## src/rtl/fk_mac_sequencer_if.sv

```systemverilog
// Bus bundle between the filter front end and the 3-tap history/MAC sequencer.
// ovr_count is present only when OVERRUN_CNT_EN is defined.
interface fk_mac_sequencer_if #(
  parameter int W = 25
) ();
  logic         sample_valid;
  logic [W-1:0] sample_in;
  logic         clear_hist;
  logic [W-1:0] fk;
  logic [W-1:0] fk_1;
  logic [W-1:0] fk_2;
  logic [1:0]   mux_sel;
  logic         acc_clr;
  logic         acc_en;
  logic         busy;
  logic         done;
  logic         overrun;
`ifdef OVERRUN_CNT_EN
  logic [7:0]   ovr_count;
`endif

  modport master (
    output sample_valid, sample_in, clear_hist,
`ifdef OVERRUN_CNT_EN
    input  ovr_count,
`endif
    input  fk, fk_1, fk_2, mux_sel, acc_clr, acc_en, busy, done, overrun
  );

  modport slave (
    input  sample_valid, sample_in, clear_hist,
`ifdef OVERRUN_CNT_EN
    output ovr_count,
`endif
    output fk, fk_1, fk_2, mux_sel, acc_clr, acc_en, busy, done, overrun
  );
endinterface

```

## src/rtl/fk_mac_sequencer.sv

```systemverilog
// fk_mac_sequencer: owns the f[k]/f[k-1]/f[k-2] history and sequences the Fk mux and MAC per sample.
// Build macro OVERRUN_CNT_EN adds the saturating dropped-sample counter ovr_count.
module fk_mac_sequencer #(
  parameter int W       = 25,
  parameter int MAC_LAT = 2
) (
  input  logic              clk,
  input  logic              reset,
  fk_mac_sequencer_if.slave bus
);

  typedef enum logic [2:0] {
    ST_IDLE  = 3'd0,
    ST_TAP0  = 3'd1,
    ST_TAP1  = 3'd2,
    ST_TAP2  = 3'd3,
    ST_DRAIN = 3'd4,
    ST_DONE  = 3'd5
  } state_t;

  typedef struct packed {
    logic [1:0] mux_sel;
    logic       acc_en;
    logic       acc_clr;
    logic       busy;
    logic       done;
  } outs_t;

  localparam logic [3:0] LAT_C = 4'(MAC_LAT);

  state_t       state_r;
  state_t       next_s;
  logic [3:0]   drain_r;
  logic [W-1:0] fk_r;
  logic [W-1:0] fk_1_r;
  logic [W-1:0] fk_2_r;
  outs_t        outs_r;
  logic         overrun_r;
  logic         open_s;
  logic         accept_s;

  function automatic outs_t decode_f(input state_t st);
    outs_t o;
    o.mux_sel = 2'b11;
    o.acc_en  = 1'b0;
    o.acc_clr = 1'b0;
    o.busy    = 1'b0;
    o.done    = 1'b0;
    case (st)
      ST_TAP0: begin
        o.mux_sel = 2'b00;
        o.acc_en  = 1'b1;
        o.acc_clr = 1'b1;
        o.busy    = 1'b1;
      end
      ST_TAP1: begin
        o.mux_sel = 2'b01;
        o.acc_en  = 1'b1;
        o.busy    = 1'b1;
      end
      ST_TAP2: begin
        o.mux_sel = 2'b10;
        o.acc_en  = 1'b1;
        o.busy    = 1'b1;
      end
      ST_DRAIN: o.busy    = 1'b1;
      ST_DONE:  o.done    = 1'b1;
      default:  o.mux_sel = 2'b11;
    endcase
    return o;
  endfunction

  function automatic state_t next_state_f(input state_t st, input logic [3:0] drain,
                                          input logic accept);
    state_t nx;
    case (st)
      ST_IDLE:  if (accept) nx = ST_TAP0; else nx = ST_IDLE;
      ST_TAP0:  nx = ST_TAP1;
      ST_TAP1:  nx = ST_TAP2;
      ST_TAP2:  if (LAT_C == 4'd0) nx = ST_DONE; else nx = ST_DRAIN;
      ST_DRAIN: if (drain == 4'd0) nx = ST_DONE; else nx = ST_DRAIN;
      ST_DONE:  if (accept) nx = ST_TAP0; else nx = ST_IDLE;
      default:  nx = ST_IDLE;
    endcase
    return nx;
  endfunction

  // New samples and history clears are only honoured while no computation is in flight.
  assign open_s   = (state_r == ST_IDLE) || (state_r == ST_DONE);
  assign accept_s = open_s && bus.sample_valid;
  assign next_s   = next_state_f(state_r, drain_r, accept_s);

  // Sequencer state, drain counter, history and registered control outputs.
  always_ff @(posedge clk) begin
    if (reset) begin
      state_r   <= ST_IDLE;
      drain_r   <= 4'd0;
      fk_r      <= '0;
      fk_1_r    <= '0;
      fk_2_r    <= '0;
      outs_r    <= decode_f(ST_IDLE);
      overrun_r <= 1'b0;
    end else begin
      state_r   <= next_s;
      outs_r    <= decode_f(next_s);
      overrun_r <= outs_r.busy & bus.sample_valid;

      // Counter is preloaded on TAP2 so DRAIN lasts exactly MAC_LAT cycles.
      if (state_r == ST_TAP2) begin
        drain_r <= LAT_C - 4'd1;
      end else if ((state_r == ST_DRAIN) && (drain_r != 4'd0)) begin
        drain_r <= drain_r - 4'd1;
      end else begin
        drain_r <= drain_r;
      end

      if (accept_s) begin
        fk_r   <= bus.sample_in;
        fk_1_r <= bus.clear_hist ? '0 : fk_r;
        fk_2_r <= bus.clear_hist ? '0 : fk_1_r;
      end else if (open_s && bus.clear_hist) begin
        fk_r   <= '0;
        fk_1_r <= '0;
        fk_2_r <= '0;
      end else begin
        fk_r   <= fk_r;
        fk_1_r <= fk_1_r;
        fk_2_r <= fk_2_r;
      end
    end
  end

  assign bus.fk      = fk_r;
  assign bus.fk_1    = fk_1_r;
  assign bus.fk_2    = fk_2_r;
  assign bus.mux_sel = outs_r.mux_sel;
  assign bus.acc_en  = outs_r.acc_en;
  assign bus.acc_clr = outs_r.acc_clr;
  assign bus.busy    = outs_r.busy;
  assign bus.done    = outs_r.done;
  assign bus.overrun = overrun_r;

`ifdef OVERRUN_CNT_EN
  logic [7:0] ovr_cnt_r;

  // Dropped-sample counter advances with the same condition that raises the overrun pulse.
  always_ff @(posedge clk) begin
    if (reset) begin
      ovr_cnt_r <= 8'd0;
    end else if (outs_r.busy && bus.sample_valid && (ovr_cnt_r != 8'hFF)) begin
      ovr_cnt_r <= ovr_cnt_r + 8'd1;
    end else begin
      ovr_cnt_r <= ovr_cnt_r;
    end
  end

  assign bus.ovr_count = ovr_cnt_r;
`else
  // Without the counter only the overrun pulse reports dropped samples.
`endif

endmodule

```

## src/flat_wrapper.sv

```systemverilog
// flat-port wrapper written by rule: the top's interface ports become plain ports
module fk_mac_sequencer_flat 
#(
  parameter int W       = 25,
  parameter int MAC_LAT = 2
)
  (clk, reset, bus_sample_valid, bus_sample_in, bus_clear_hist, bus_fk, bus_fk_1, bus_fk_2, bus_mux_sel, bus_acc_clr, bus_acc_en, bus_busy, bus_done, bus_overrun);
  fk_mac_sequencer_if #(.W(W)) bus_i ();
  input  logic clk;
  input  logic reset;
  input wire logic [$bits(bus_i.sample_valid)-1:0] bus_sample_valid;
  input wire logic [$bits(bus_i.sample_in)-1:0] bus_sample_in;
  input wire logic [$bits(bus_i.clear_hist)-1:0] bus_clear_hist;
  output wire logic [$bits(bus_i.fk)-1:0] bus_fk;
  output wire logic [$bits(bus_i.fk_1)-1:0] bus_fk_1;
  output wire logic [$bits(bus_i.fk_2)-1:0] bus_fk_2;
  output wire logic [$bits(bus_i.mux_sel)-1:0] bus_mux_sel;
  output wire logic [$bits(bus_i.acc_clr)-1:0] bus_acc_clr;
  output wire logic [$bits(bus_i.acc_en)-1:0] bus_acc_en;
  output wire logic [$bits(bus_i.busy)-1:0] bus_busy;
  output wire logic [$bits(bus_i.done)-1:0] bus_done;
  output wire logic [$bits(bus_i.overrun)-1:0] bus_overrun;
  assign bus_i.sample_valid = bus_sample_valid;
  assign bus_i.sample_in = bus_sample_in;
  assign bus_i.clear_hist = bus_clear_hist;
  assign bus_fk = bus_i.fk;
  assign bus_fk_1 = bus_i.fk_1;
  assign bus_fk_2 = bus_i.fk_2;
  assign bus_mux_sel = bus_i.mux_sel;
  assign bus_acc_clr = bus_i.acc_clr;
  assign bus_acc_en = bus_i.acc_en;
  assign bus_busy = bus_i.busy;
  assign bus_done = bus_i.done;
  assign bus_overrun = bus_i.overrun;
  fk_mac_sequencer #(.W(W), .MAC_LAT(MAC_LAT)) u_core (.clk(clk), .reset(reset), .bus(bus_i));
endmodule
```

## config.mk

```make
export PLATFORM = sky130hd
export DESIGN_NAME = fk_mac_sequencer_flat
export DESIGN_NICKNAME = d
export VERILOG_FILES = /design/src/rtl/fk_mac_sequencer_if.sv /design/src/rtl/fk_mac_sequencer.sv /design/src/flat_wrapper.sv
export SDC_FILE = /design/constraint.sdc
export NUM_CORES = 1
export LEC_CHECK = 0
export CELL_PAD_IN_SITES_DETAIL_PLACEMENT = 2
export CELL_PAD_IN_SITES_GLOBAL_PLACEMENT = 2
export CORE_AREA = 4 4 87 130
export CTS_CLUSTER_SIZE = 10
export DETAILED_ROUTE_END_ITERATION = 10
export DIE_AREA = 0 0 91 134
export DONT_BUFFER_PORTS = 1
export GPL_ROUTABILITY_DRIVEN = 1
export HOLD_SLACK_MARGIN = 0.06
export PLACE_DENSITY = 0.72
export SETUP_SLACK_MARGIN = 0.4
export SLEW_MARGIN = 20
export SYNTH_ARGS = -nofsm -noshare
export SYNTH_HDL_FRONTEND = slang
export SYNTH_SLANG_ARGS = --single-unit
```

## constraint.sdc

```tcl
create_clock -name clk -period 1.5 [get_ports clk]
set_input_delay 0.3 -clock clk [delete_from_list [all_inputs] [get_ports clk]]
set_output_delay 0.3 -clock clk [all_outputs]
set_load 0.005 [all_outputs]
```

After elaboration in Yosys (flattened, before gate mapping). Index checks and enable logic that the tools add are counted.

Output and inout bits: 82. Input bits: 29. Bits in registers: 89. Word-level logic and storage cells: 53.

Equality and inequality tests: 10. Bitwise operators: 1. Add/subtract/negate cells: 1. Reductions and logical operators: 13. Muxes and demuxes: 16.

Operators with widths (count): two-way mux 25 bit (6); case mux 3 bit (5 select lines) (1); equality test 3 x 2 -> 1 bit (second input constant) (4); equality test 3 bit (second input constant) (4); two-way mux 1 bit (8); equality test 3 x 1 -> 1 bit (second input constant) (2); case mux 2 bit (3 select lines) (1); zero test 4 bit (1); nonzero test 2 bit (2); nonzero test 4 bit (1); OR reduction 2 bit (2); OR reduction 4 bit (1); subtractor 4 x 1 -> 4 bit (second input constant) (1); logical AND 1 bit (3); zero test 3 bit (1); OR reduction 3 bit (1); bitwise AND 1 bit (1); logical OR 1 bit (1).

Longest topological paths before layout. Gate-level depths: netlist of the first run.

Depth in word-level cells: 8. Mapped depth: 5. Mapped depth without buffers: 5.

Least setup slack after synthesis of the first run. OpenSTA, ideal clock, no wires.

Path type: flip-flop to flip-flop. Start point: reg u_core.state_r[2]. End point: reg u_core.fk_1_r[0] (netlist: u_core.bus.fk_1[0]). Clock period less this slack: 1.503 ns. Path buffers: 2. Setup slack: -0.003 ns. Data arrival time: 1.415 ns. Library setup time: 0.089 ns. Stages on the path, launching flop included: 6. Path through: dfxtp_1 > xor2_1 > or4b_1 > buf_2 > buf_6 > o32ai_2.

Longest elaborated chain between the ends: 4. Elaborated cells between the ends (all ways): 7. Those cells by class: eq/ne: 1; mux: 1; reduce/logical: 5.

RTL lines: start, declared (line fk_mac_sequencer.sv:31) `state_t state_r;`; start signal, assigned (line fk_mac_sequencer.sv:104) `state_r <= next_s;`; equality test 3 bit / zero test 3 bit (equally long branches) (line fk_mac_sequencer.sv:89) `assign open_s = (state_r == ST_IDLE) || (state_r == ST_DONE);`; logical OR 1 bit * (line fk_mac_sequencer.sv:89); logical AND 1 bit (on tied branches) (line fk_mac_sequencer.sv:90, fk_mac_sequencer.sv:121); two-way mux 25 bit / nonzero test 2 bit (equally long branches); end signal, assigned (line fk_mac_sequencer.sv:119) `fk_1_r <= bus.clear_hist ? '0 : fk_r;`; end signal, assigned (line fk_mac_sequencer.sv:127) `fk_1_r <= fk_1_r;`; end, declared (line fk_mac_sequencer.sv:35) `logic [W-1:0] fk_1_r;`.

Every way passes the cells marked *; elsewhere a longest branch is shown, timed or not. A chain may end at the register's enable or synchronous reset.

Final worst setup path of the first run.
Start point: reg u_core.state_r[0]. End point: reg u_core.drain_r[2].

Longest elaborated chain between the ends: 2. Elaborated cells between the ends (all ways): 4. Those cells by class: eq/ne: 2; reduce/logical: 2.

RTL lines: equality test 3 x 2 -> 1 bit / equality test 3 bit (equally long branches) (line fk_mac_sequencer.sv:109, fk_mac_sequencer.sv:111); OR reduction 2 bit (no source line) / logical AND 1 bit (equally long branches); end signal, assigned (line fk_mac_sequencer.sv:110) `drain_r <= LAT_C - 4'd1;`; end signal, assigned (line fk_mac_sequencer.sv:112) `drain_r <= drain_r - 4'd1;`; end signal, assigned (line fk_mac_sequencer.sv:114) `drain_r <= drain_r;`; end, declared (line fk_mac_sequencer.sv:33) `logic [3:0] drain_r;`.

Several ways; a longest one is shown, not always the timed one.

==> results of run 1 <==
-- flip-flops by register name, indices dropped and copies added, names as in the netlist --
signal              flops
u_core.bus.acc_clr      1
u_core.bus.overrun      1
u_core.bus.fk_2        25
u_core.bus.fk_1        25
u_core.drain_r          4
u_core.state_r          3
u_core.bus.done         1
u_core.bus.fk          25
u_core.bus.mux_sel      2
u_core.bus.busy         1
u_core.bus.acc_en       1
-- power by group --
| part | switching [mW] | leakage (nW) | internal (mW) |
|---|---|---|---|
| combinational | 0.515 | 0.634 | 0.441 |
| sequential | 0.103 | 0.725 | 2.48 |
| clock | 0.937 | 0.165 | 1.68 |
-- per-layer routing --
metal	global-route usage [%]	vias to the layer above	share of wire, %
met2	29.3	70	53
met5	0	-	0
li1	-	1195	-
met3	5.89	7	7.2
met1	18.1	1306	39
met4	5.45	0	1.1
-- final timing paths --
path | end | startpoint | depth (start not counted) | slack (ps)
worst max register to register | u_core.drain_r[2]$_SDFFE_PP0P_ | u_core.state_r[0]$_SDFF_PP0_ | 4 | -100
worst min register to register | u_core.bus.fk_2[20]$_SDFFE_PP0P_ | u_core.bus.fk_2[20]$_SDFFE_PP0P_ | 2 | 500
worst min-delay path | u_core.bus.mux_sel[1]$_SDFF_PP1_ | reset | 2 | 80
worst max-delay path | u_core.drain_r[2]$_SDFFE_PP0P_ | u_core.state_r[0]$_SDFF_PP0_ | 4 | -100
-- cells by family (layout without fill, tap and decap cells) --
kind of cell,Yosys count,after routing,synth area share (%)
buffers and inverters,82,109,10.1
and+or+nand+nor,52,52,7.61
DFF,89,89,52.6
AOI/OAI and AO/OA,94,94,28.4
adders and majority gates,2,2,0.739
xor gates and xnor gates,2,2,0.517
-- layout by cell type, fill, tap and decap left out, types with 2 or more instances in the layout --
cell	count
a21oi_2	5
o32ai_2	30
a22o_1	25
a21oi_4	2
clkbuf_16	9
buf_6	17
buf_12	4
dfxtp_1	84
nor2_4	3
or3b_4	2
dfxtp_2	4
clkinvlp_4	2
bufinv_16	3
or4_4	2
nor2_1	2
o32ai_1	20
inv_2	2
o21ai_0	2
or3_1	2
inv_1	51
buf_8	3
nor3b_4	2
buf_4	14
nand2_1	28
-- final cells by class --
cell class                 instances  area share (%)
clock buffer                      10            5.38
clock inverter                     6            2.57
inverter                          54            4.62
multi-input combinational        150            34.1
sequential                        89            40.3
tap                              117            3.30
timing repair buffer              39            9.73
-- per-stage QoR --
step	utilization, %	cells	setup TNS, ps	hold slack, ps	power [mW]
2_1_floorplan	-	321	-51.3	425	3.12
3_3_place_gp	35.7	428	-5700	378	3.31
3_5_place_dp	35.7	428	-7800	381	3.34
4_1_cts	41.6	457	-618	18.6	6.10
5_1_grt	43.8	465	-4690	63.8	6.42
6_report	43.8	465	-2380	77.8	6.15
-- worst register-to-register path: stages (launching register included) --
cell and delay, ps:
dfxtp_2 350, buf_8 130, or3b_4 410, or4_4 510
a21oi_1 130
-- what timing repair did --
item,CTS,global route
buffers inserted,13,7
hold endpoints to repair,7,6
gates cloned,0,0
pin swaps,11,10
gates resized for setup,38,32
endpoints found under the setup margin,85,88
==> metrics.md, run 1 <==
| Metric | Value |
|---|---|
| Max_cap viols | 0 |
| Worst path bufs/invs | 1 |
| Seq. cell area | 0.00179 mm2 |
| Die area | 0.0122 mm2 |
| DRC Markers | 0 |
| Lkg Pwr | 1.52 nW |
| Area of the multi-input gates | 0.00151 mm2 |
| Cts bufs inserted | 9 |
| Synth top area share | 52.6% |
| Final setup fails | 56 |
| Worst Path Arrival | 1860 ps |
| Drt initial violations | 92 |
| Distinct cell type count after synthesis | 37 |
| Vias per std cell | 5.54 |
| Worst setup margin | -100 ps |
| Die Y | 134 um |
| Sink Count | 89 |
| Synth warnings | 0 |
| Worst vdd ir | 0.754 mV |
| Area contributors post-synth | dfxtp_1 (53%), o32ai_2 (12%), a22o_1 (6.5%), o32ai_1 (6.5%), inv_1 (5.9%) |
| Post-Syn Area | 0.00339 mm2 |
| Filler cells | 1058 |
| Final instance area | 0.00444 mm2 |
| Clk_skew | 6.37 ps |
| Die X | 91 um |
| Area after DPL | 0.00362 mm2 |
| EDFF count, synth | 0 |
| Layout cell share with drive strength beyond 1 | 35.3% |
| DRT Wirelength | 10400 um |
| Clk buf depth | 2 |
| Worst Tran Pin Value | 534 ps |
| Layout Nets | 374 |
| Antenna-violating nets left | 0 |
| Slew Limit Fails | 0 |
| Seq/Total Area, Yosys | 52.6% |
| Power density over the cells | 1390 mW/mm2 |
| WL/cell | 22.5 um |
| Largest stage delay on the critical path | 500 ps |
| Worst-path cell chain | buf_8 > or3b_4 > or4_4 > a21oi_1 |
| Placer Congestion | 0.718 |
| Fin crit period | 1600 ps |
| Critical Path Source Type | register |
| H-tree Lvls | 3 |
| Rel. slew slack | 64.3% |
| Clock latency on the worst-skew pair | 330 ps |
| Largest net degree at the start of global routing | 62 |
| Critical path class | register to register |
| Cell taking the most area after synthesis | dfxtp_1 |
| IO Count | 111 |
| Top FF cell, synth | dfxtp_1 |
| Starting Density | 33.4% |
| Status | complete, but fails checks |
| # diodes | 0 |
| Count leader, synth | dfxtp_1 |
| All-layer global routing usage | 16.5% |
| HPWL Detailed | 6290 um |
| Syn_area_per_cell | 10.5 um2 |
| CP Max Fanout | 4 |
| CP required | 1760 ps |
| Yosys reg bits | 89 |
| Fmax | 0.625 GHz |
| Final Hold Vio Count | 0 |
| Area delta synth->final | 31.1% |
| Failing checks | setup timing |
| Final worst path period share | 107% |
| Total number of vias | 2578 |
| Place WS | -226 ps |
| Remaining Overflow, GRT | 0 |
| Clock-pin slew on the worst setup and hold paths | 60 ps |
| Initial antenna violation count | 0 |
| Port bufs | 0 |
| # rows | 45 |
| Syn nets | 352 |
| Critical path's top delay family | simple AND/OR/NAND/NOR gates |
| First-pass GRT wire length | 15700 um |
| CTS root buffer | clkbuf_16 |
| Post-synth ARST share | 0% |
| CTS tree | built |
| CP Capture Type | register |
| CP max-delay cell | or4_4 |
| Vias in the first global route | 2778 |
| Hold crit path type | input pin to register |
| Gate Count Post-Synth | 321 |
| Core ar. | 0.0101 mm2 |
| 1st-pass router iterations | 4 |
| RSZ-0062 raised after global routing | true |
| Commonest cells post-synth | dfxtp_1 (89), inv_1 (53), nand2_1 (30) |
Power figures use the tool's default switching activity.
==> run 2: changes to the inputs <==
Settings changed: CORE_AREA 4 4 87 130 to 4 4 81 120, DIE_AREA 0 0 91 134 to 0 0 85 124, PLACE_DENSITY 0.72 to 0.8.
Clock period 1.5 ns to 1.9 ns, I/O delays scaled along.
==> metrics.md, run 2 (synthesis results as in run 1) <==
| Metric | Value |
|---|---|
| Drt initial violations | 106 |
| Filler cells | 911 |
| Status | finished, final reports clean |
| CP Max Fanout | 24 |
| HPWL Detailed | 6300 um |
| IO Count | 111 |
| # diodes | 0 |
| WL/cell | 21.7 um |
| Sink Count | 89 |
| Final Hold Vio Count | 0 |
| Layout cell share with drive strength beyond 1 | 24.1% |
| Die area | 0.0105 mm2 |
| Hold crit path type | input pin to register |
| Worst Tran Pin Value | 322 ps |
| Vias per std cell | 5.65 |
| Die Y | 124 um |
| Final worst path period share | 82.5% |
| TNS Setup | 0 ps |
| RSZ-0062 raised after global routing | true |
| Cts bufs inserted | 9 |
| Clk buf depth | 2 |
| Rel. slew slack | 78.4% |
| Clock-pin slew on the worst setup and hold paths | 60 ps |
| Worst vdd ir | 0.642 mV |
| Layout Nets | 358 |
| Commonest non-fill, non-tap cell in the layout | dfxtp_1 |
| H-tree Lvls | 3 |
| Critical path class | register to register |
| CTS root buffer | clkbuf_16 |
| Critical Path Source Type | register |
| 1st-pass router iterations | 4 |
| Area of the multi-input gates | 0.00133 mm2 |
| Largest net degree at the start of global routing | 62 |
| Antenna-violating nets left | 0 |
| Remaining Overflow, GRT | 0 |
| CP Capture Type | register |
| Fmax | 0.638 GHz |
| Clock latency on the worst-skew pair | 330 ps |
| Seq. cell area | 0.00179 mm2 |
| Clk_skew | 7.62 ps |
| Port bufs | 0 |
| DRC Markers | 0 |
| Fin crit period | 1570 ps |
| Slew Limit Fails | 0 |
| Final setup fails | 0 |
| All-layer global routing usage | 18.4% |
| Placer Congestion | 0.730 |
| Lkg Pwr | 1.39 nW |
| Die X | 85 um |
| Worst Path Arrival | 1800 ps |
| CTS tree | built |
| CP required | 2140 ps |
| Final Util | 45.9% |
| Power density over the cells | 1130 mW/mm2 |
| Area delta synth->final | 19.0% |
| Initial antenna violation count | 0 |
| DRT Wirelength | 9580 um |
| Vias in the first global route | 2795 |
| Most frequent cells in the layout | dfxtp_1 (85), inv_1 (52), nand2_1 (30) |
| Max_cap viols | 0 |
| First-pass GRT wire length | 15100 um |
| Starting Density | 38.6% |
| Total number of vias | 2499 |
| Core ar. | 0.00878 mm2 |
| # rows | 42 |
==> run 2: changes by cell type in the layout (fill, tap and decap cells not counted), sizes merged <==
cell,before,now
inv,55,54
dlygate4sd3,1,0
clkbuf,10,15
clkinvlp,2,0
bufinv,3,2
buf,38,22
==> run 2: metal layers <==
metal | vias to the layer above | global-route usage [%] | wire length, um
met2 | 69 | 33.9 | 5270
met3 | 8 | 6.15 | 636
met5 | - | 0 | 0
met4 | 0 | 6.73 | 105
met1 | 1264 | 19.3 | 3570
li1 | 1158 | - | -
==> run 2: where the power goes <==
part / internal, mW / switching [mW] / total (mW)
logic: 0.256 / 0.347 / 0.603
registers: 1.95 / 0.0820 / 2.04
clock network: 1.23 / 0.684 / 1.91
total: 3.44 / 1.11 / 4.55
==> run 2: timing repair <==
| action | in CTS | in global routing |
|---|---|---|
| pin swaps | 4 | 7 |
| endpoints found under the setup margin | 55 | 78 |
| gates cloned | 0 | 2 |
| setup buffers | 8 | 0 |
| hold buffers | 0 | 0 |
| gates resized for setup | 14 | 17 |
==> run 2: worst paths after layout <==
kind | end | slack [ps] | cells after the start | start
setup / recovery | u_core.bus.fk_1[10]$_SDFFE_PP0P_ | 330 | 4 | u_core.state_r[2]$_SDFF_PP0_
hold / removal | u_core.drain_r[0]$_SDFFE_PP0P_ | 120 | 1 | reset
setup reg to reg | u_core.bus.fk_1[10]$_SDFFE_PP0P_ | 330 | 4 | u_core.state_r[2]$_SDFF_PP0_
hold reg to reg | u_core.bus.fk_2[20]$_SDFFE_PP0P_ | 500 | 2 | u_core.bus.fk_2[20]$_SDFFE_PP0P_
==> run 2: worst max-delay path, cell delays in order, from the launching register on <==
cell and delay [ps]:
dfxtp_2 330, xor2_1 180, or4b_4 540, buf_12 190
o32ai_2 230
==> run 2: layout make-up <==
class	instances	share of cell area [%]
inverter	54	5.03
clock inverter	2	1.49
sequential	89	44.4
multi-input combinational	150	33.0
timing repair buffer	23	6.18
tap	110	3.42
clock buffer	14	6.55
==> run 2: per-stage QoR <==
stage,std cells,worst slack (ps),power (mW),hold WS (ps),instance area (um2)
finish,442,333,4.55,115,4030
global route,442,301,4.75,93.3,4030
CTS,440,341,4.55,104,3950
detailed placement,416,124,2.59,465,3520
global placement,416,192,2.57,468,3520
floorplan,321,393,2.44,465,3390
